===== config.mk =====
export PLATFORM = sky130hd
export DESIGN_NAME = i2c_burst_sequencer
export DESIGN_NICKNAME = d
export VERILOG_FILES = /design/src/rtl/i2c_burst_sequencer.sv
export SDC_FILE = /design/constraint.sdc
export NUM_CORES = 1
export LEC_CHECK = 0
export CAP_MARGIN = 20
export CELL_PAD_IN_SITES_DETAIL_PLACEMENT = 1
export CELL_PAD_IN_SITES_GLOBAL_PLACEMENT = 1
export CORE_MARGIN = 8
export CORE_UTILIZATION = 45
export DETAILED_ROUTE_END_ITERATION = 8
export PLACE_DENSITY = 0.81
export SYNTH_ARGS = -nofsm -noshare
export SYNTH_HDL_FRONTEND = slang
export SYNTH_SLANG_ARGS = --single-unit

===== constraint.sdc =====
create_clock -name clk -period 2.7 [get_ports clk]
set_clock_uncertainty 0.05 [all_clocks]
set_input_delay 0.27 -clock clk [delete_from_list [all_inputs] [get_ports clk]]
set_output_delay 0.27 -clock clk [all_outputs]
set_load 0.01 [all_outputs]

===== src/rtl/i2c_burst_sequencer.sv =====
// Expands one (addr, rw, len) command into len byte transactions on the master handshake; cmd accept -> first m_start is 2 cycles.
// Backpressure: cmd_ready only in IDLE, wr_ready drops when the write FIFO is full, and RDOUT holds the master until rd_ready.
module i2c_burst_sequencer #(
    parameter int ADDR_W     = 7,
    parameter int DATA_W     = 8,
    parameter int LEN_W      = 4,
    parameter int FIFO_DEPTH = 8,
    parameter int MAX_RETRY  = 3,
    parameter int TIMEOUT    = 1024
) (
    input  logic              clk,
    input  logic              rst,
    input  logic              cmd_valid,
    output logic              cmd_ready,
    input  logic [ADDR_W-1:0] cmd_addr,
    input  logic              cmd_rw,
    input  logic [LEN_W-1:0]  cmd_len,
    input  logic              wr_valid,
    output logic              wr_ready,
    input  logic [DATA_W-1:0] wr_data,
    output logic              rd_valid,
    input  logic              rd_ready,
    output logic [DATA_W-1:0] rd_data,
    output logic              m_start,
    output logic [ADDR_W-1:0] m_addr,
    output logic              m_rw,
    output logic [DATA_W-1:0] m_wdata,
    input  logic              m_done,
    input  logic              m_nack,
    input  logic [DATA_W-1:0] m_rdata,
    output logic              busy,
    output logic              done,
    output logic [1:0]        err
);
    localparam int PTR_W = (FIFO_DEPTH > 1) ? $clog2(FIFO_DEPTH) : 1;
    localparam int CNT_W = $clog2(FIFO_DEPTH + 1);
    localparam int RTY_W = $clog2(MAX_RETRY + 2);
    localparam int TMR_W = $clog2(TIMEOUT + 1);

    typedef enum logic [2:0] {IDLE, FILL, ISSUE, WAIT, RDOUT, NEXT, DONE} state_t;

    state_t            state_q, state_d;
    logic [ADDR_W-1:0] addr_q, addr_d;
    logic              rw_q, rw_d;
    logic [LEN_W-1:0]  len_q, len_d;
    logic [LEN_W-1:0]  byte_cnt_q, byte_cnt_d;
    logic [RTY_W-1:0]  retry_q, retry_d;
    logic [TMR_W-1:0]  timer_q, timer_d;
    logic              m_start_q, m_start_d;
    logic [DATA_W-1:0] m_wdata_q, m_wdata_d;
    logic [DATA_W-1:0] rd_data_q, rd_data_d;
    logic [1:0]        err_q, err_d;
    logic [PTR_W-1:0]  wr_ptr_q, wr_ptr_d, rd_ptr_q, rd_ptr_d;
    logic [CNT_W-1:0]  fifo_cnt_q, fifo_cnt_d;
    logic [DATA_W-1:0] mem_q [FIFO_DEPTH];
    logic              push, pop, fifo_nonempty;

    assign fifo_nonempty = (fifo_cnt_q != '0);
    assign wr_ready      = (fifo_cnt_q != CNT_W'(FIFO_DEPTH));
    assign push          = wr_valid && wr_ready;

    always_comb begin
        state_d    = state_q;
        addr_d     = addr_q;
        rw_d       = rw_q;
        len_d      = len_q;
        byte_cnt_d = byte_cnt_q;
        retry_d    = retry_q;
        timer_d    = timer_q;
        m_start_d  = 1'b0;
        m_wdata_d  = m_wdata_q;
        rd_data_d  = rd_data_q;
        err_d      = err_q;
        pop        = 1'b0;
        case (state_q)
            IDLE: if (cmd_valid) begin
                addr_d     = cmd_addr;
                rw_d       = cmd_rw;
                len_d      = cmd_len;
                byte_cnt_d = '0;
                retry_d    = '0;
                if (cmd_len == '0) begin
                    state_d = DONE;
                    err_d   = 2'b11;
                end else if (cmd_rw || fifo_nonempty) state_d = ISSUE;
                else state_d = FILL;
            end
            FILL: if (fifo_nonempty) state_d = ISSUE;
            ISSUE: begin
                // A retried byte is already in m_wdata; only the first attempt pops.
                m_start_d = 1'b1;
                timer_d   = '0;
                if (!rw_q && retry_q == '0) begin
                    pop       = 1'b1;
                    m_wdata_d = mem_q[rd_ptr_q];
                end
                state_d = WAIT;
            end
            WAIT: begin
                timer_d = timer_q + 1'b1;
                if (m_done) begin
                    if (!m_nack) begin
                        if (rw_q) begin
                            rd_data_d = m_rdata;
                            state_d   = RDOUT;
                        end else state_d = NEXT;
                    end else if (retry_q < RTY_W'(MAX_RETRY)) begin
                        retry_d = retry_q + 1'b1;
                        state_d = ISSUE;
                    end else begin
                        err_d   = 2'b01;
                        state_d = DONE;
                    end
                end else if (timer_q == TMR_W'(TIMEOUT - 1)) begin
                    err_d   = 2'b10;
                    state_d = DONE;
                end
            end
            RDOUT: if (rd_ready) state_d = NEXT;
            NEXT: begin
                byte_cnt_d = byte_cnt_q + 1'b1;
                retry_d    = '0;
                if (byte_cnt_d == len_q) begin
                    err_d   = 2'b00;
                    state_d = DONE;
                end else if (rw_q || fifo_nonempty) state_d = ISSUE;
                else state_d = FILL;
            end
            DONE:    state_d = IDLE;
            default: state_d = IDLE;
        endcase

        wr_ptr_d   = push ? wr_ptr_q + 1'b1 : wr_ptr_q;
        rd_ptr_d   = pop ? rd_ptr_q + 1'b1 : rd_ptr_q;
        fifo_cnt_d = fifo_cnt_q + CNT_W'(push) - CNT_W'(pop);
    end

    always_ff @(posedge clk) begin
        if (!rst) begin
            state_q    <= IDLE;
            addr_q     <= '0;
            rw_q       <= 1'b0;
            len_q      <= '0;
            byte_cnt_q <= '0;
            retry_q    <= '0;
            timer_q    <= '0;
            m_start_q  <= 1'b0;
            m_wdata_q  <= '0;
            rd_data_q  <= '0;
            err_q      <= 2'b00;
            wr_ptr_q   <= '0;
            rd_ptr_q   <= '0;
            fifo_cnt_q <= '0;
        end else begin
            state_q    <= state_d;
            addr_q     <= addr_d;
            rw_q       <= rw_d;
            len_q      <= len_d;
            byte_cnt_q <= byte_cnt_d;
            retry_q    <= retry_d;
            timer_q    <= timer_d;
            m_start_q  <= m_start_d;
            m_wdata_q  <= m_wdata_d;
            rd_data_q  <= rd_data_d;
            err_q      <= err_d;
            wr_ptr_q   <= wr_ptr_d;
            rd_ptr_q   <= rd_ptr_d;
            fifo_cnt_q <= fifo_cnt_d;
        end
    end

    always_ff @(posedge clk) begin
        if (push) mem_q[wr_ptr_q] <= wr_data;
    end

    assign cmd_ready = (state_q == IDLE);
    assign rd_valid  = (state_q == RDOUT);
    assign rd_data   = rd_data_q;
    assign m_start   = m_start_q;
    assign m_addr    = addr_q;
    assign m_rw      = rw_q;
    assign m_wdata   = m_wdata_q;
    assign busy      = (state_q != IDLE) && (state_q != DONE);
    assign done      = (state_q == DONE);
    assign err       = err_q;
endmodule

==> metrics.md <==
| Metric | Value |
|---|---|
| Xor/xnor cell area share of the yosys netlist | `approximately 1.7%` |
| Syn Area/Cell | `12.2 µm²` |
| # nets final | `~590` |
| Unrepaired setup endpoints after global routing | `no` |
| Via-per-instance ratio | `5.41` |
| Maximum VDD drop | `between 500 and 600 µV` |
| Clk pin slew, worst setup/hold paths | `roughly 0.060 ns` |
| Drt first pass iters | `4` |
| Design Power | `roughly 6.4 mW` |
| Commonest non-fill, non-tap cell in the layout | `clkdlybuf4s50_1` |
| Setup TNS | `0 ns` |
| Syn nets | `between 500 and 600` |
| Post-Synth Adder-Cell Area | `under 10%` |
| Grt ovf | `0` |
| Area of the die | `16300 µm²` |
| Finish-stage setup viols | `0` |
| I/O pin cnt | `67` |
| Drt wl/cell | `about 19 µm` |
| Global-route wire length before repair | `roughly 23000 µm` |
| Initial drt markers | `around 150` |
| CTS root buf | `clkbuf_16` |
| Number of port buffers | `66` |
| Seq/Total Area, Yosys | `between 50% and 60%` |
| Initial antenna violation count | `0` |
| EDFF count, synth | `64` |
| WL final | `between 10000 and 15000 µm` |
| Hpwl dp | `just under 10000 µm` |
| CTS tree | `built` |
| Core area | `12400 µm²` |
| YS warnings | `0` |
| GP Congestion | `between 0.7 and 0.8` |
| CP max-delay cell | `clkdlybuf4s50_1` |
| Die Span Y | `around 130 µm` |
| Post-synthesis compound-gate area fraction | `~9.2%` |
| Outcome | `completed` |
| Min Tclk post-route | `roughly 2.3 ns` |
| Final cycle utilization of the critical path | `85.7%` |
| PD cells | `897 nW/µm²` |
| Critical path's largest stage delay | `0.63 ns` |
| Post-Syn Area | `~5600 µm²` |
| FMAX | `between 400 and 500 MHz` |
| Final Max Tran Viols | `0` |
| Crit Path Max Fanout | `17` |
| Max clock buf depth | `2` |
| Most frequent cells in the layout | `65 x clkdlybuf4s50_1, 64 x edfxtp_1, 62 x dfxtp_1, 60 x nand2_1, 20 x a21boi_0` |
| Largest net degree at the start of global routing | `39` |
| Sink Count | `~130` |
| Postcts setup bufs | `0` |
| Cell total after placement | `between 600 and 700` |
| Layout cells sized above 1 | `between 10% and 20%` |
| Hold Fails Final Rpt | `0` |
| Async set or reset register ratio after synthesis | `0%` |
| Crit path buffers/inverters | `3` |
| Rel. slew slack | `a little under half` |
| Skew-Pair Late Insertion Delay | `between 0.4 and 0.5 ns` |
| HP Class | `primary input to flip-flop` |
| All-Layer GR Usage | `about 18%` |
| Critical Path, Cell by Cell | `buf_4, inv_1, nor3_1, clkdlybuf4s50_1` |
| Top Family by Delay on Critical Path | `buffers and inverters` |
| Die Wd | `approximately 130 µm` |
| DRT antenna net count | `0` |
| Number of H-tree levels | `4` |
| Mux share of post-synthesis cell area | `10.2%` |
| Final hold slack | `roughly 0.37 ns` |
| Fin util | `a little under three fifths` |
| Clock buffer count from CTS | `17` |
| Initial core utilization | `45.2%` |
| Simple-Gate Fraction of Synth Area | `16.4%` |
| # resized after CTS | `0` |
| Vias in the first global route | `about 4300` |
| Residual DRC | `0` |
| CP Capture Type | `primary output` |
| Fin cells | `slightly above 700` |
| Critical Path RT | `2.38 ns` |
| Layout area overhead | `26.2%` |
| Via count | `3917` |
| Top FF cell, synth | `edfxtp_1` |
| Ant diodes | `0` |
| FF+latch count, synth | `126` |
| Synthesized instance count | `462` |
| Max Cap Viol | `0` |
| Largest family of logic cells by synthesized area | `simple AND/OR/NAND/NOR gates` |
| Rows | `just over 40` |
| Yosys cell types | `56` |
| Worst slew pin tran | `0.812 ns` |
| Hold_buf cts | `0` |
| Leakage | `roughly 2.5 nW` |
| Crit path arrival time | `between 1.5 and 2 ns` |
| CP startpoint kind | `flip-flop` |
| Setup CP Type | `flip-flop to primary output` |
## synth_stat cells, drive strengths merged, types with 5 or more instances
master  instances  area (µm²)
a21boi         20         150
a21oi           5        25.0
a22oi           7        57.6
and2           12        75.1
buf            13        92.6
clkbuf         13        48.8
dfxtp          62        1240
edfxtp         64        1920
ha             12         150
inv             9        33.8
mux2i          17         170
mux4           16         360
nand2          60         225
nand2b          7        46.3
nand3          15        75.1
nor2           19        71.3
nor2b          18         113
nor3           10        50.1
nor4            5        46.3
o211a           8        80.1
o21ai          13        68.8
xnor2           6        52.6
xor2            5        43.8
## layout make-up
type / instances / area, µm²
Clock buffer: 18 / 439
Clock inverter: 14 / 146
Fill cell: 1281 / 5330
Inverter: 9 / 33.8
Multi-Input combinational cell: 301 / 2280
Sequential cell: 126 / 3160
Tap cell: 172 / 215
Timing Repair Buffer: 84 / 803
## report_power, final
group / internal (mW) / switching, mW
Combinational: 0.834 / 0.916
Sequential: 2.21 / 0.141
Clock: 1.32 / 0.932
Total: 4.37 / 1.99
## flip-flops by register name, indices dropped and copies added, names as in the netlist
| signal | flops |
|---|---|
| byte_cnt_q | 4 |
| err | 2 |
| fifo_cnt_q | 4 |
| len_q | 4 |
| m_addr | 7 |
| m_rw | 1 |
| m_start | 1 |
| m_wdata | 8 |
| mem_q | 64 |
| rd_data | 8 |
| rd_ptr_q | 3 |
| retry_q | 3 |
| state_q | 3 |
| timer_q | 11 |
| wr_ptr_q | 3 |
## metal layers
| metal | GRT usage (%) | part of all wire [%] |
|---|---|---|
| met5 | 0 | 0 |
| met1 | 21.0 | 43 |
| met4 | 7.55 | 1.9 |
| met3 | 4.62 | 3.9 |
| met2 | 31.9 | 51 |
## logic make-up (layout without fill, tap and decap cells)
| logic type | count (synthesis) | in the layout |
|---|---|---|
| buf+inv | 35 | 125 |
| compound gates | 70 | 70 |
| fa+ha+maj | 13 | 13 |
| xor+xnor | 11 | 11 |
| mux | 37 | 37 |
| flops | 126 | 126 |
| simple gates | 170 | 170 |
## worst register-to-register path, cell delays in order, from the launching register on
cell     delay, ns
dfxtp_1       0.31
inv_1         0.07
ha_1          0.20
nand2_1       0.14
nand2_1       0.15
ha_1          0.31
inv_1         0.04
ha_1          0.21
fa_1          0.39
xor2_1        0.17
and2_1        0.15
## metrics by stage
step	instance area [µm²]	setup slack (ns)
after floorplan	5620	0.304
after global placement	6500	0.436
after detailed placement	6500	0.334
after CTS	7090	0.353
after global routing	7090	0.189
final	7090	0.387
## path summary, 6_finish.rpt
check	start	slack, ns	depth (start not counted)	end
min	rst	0.37	2	m_wdata[0]
min reg2reg	m_addr[4]	0.41	2	m_addr[4]
max	state_q[2]	0.39	4	rd_valid
max reg2reg	fifo_cnt_q[2]	0.39	10	fifo_cnt_q[2]
Power figures use the tool's default switching activity.
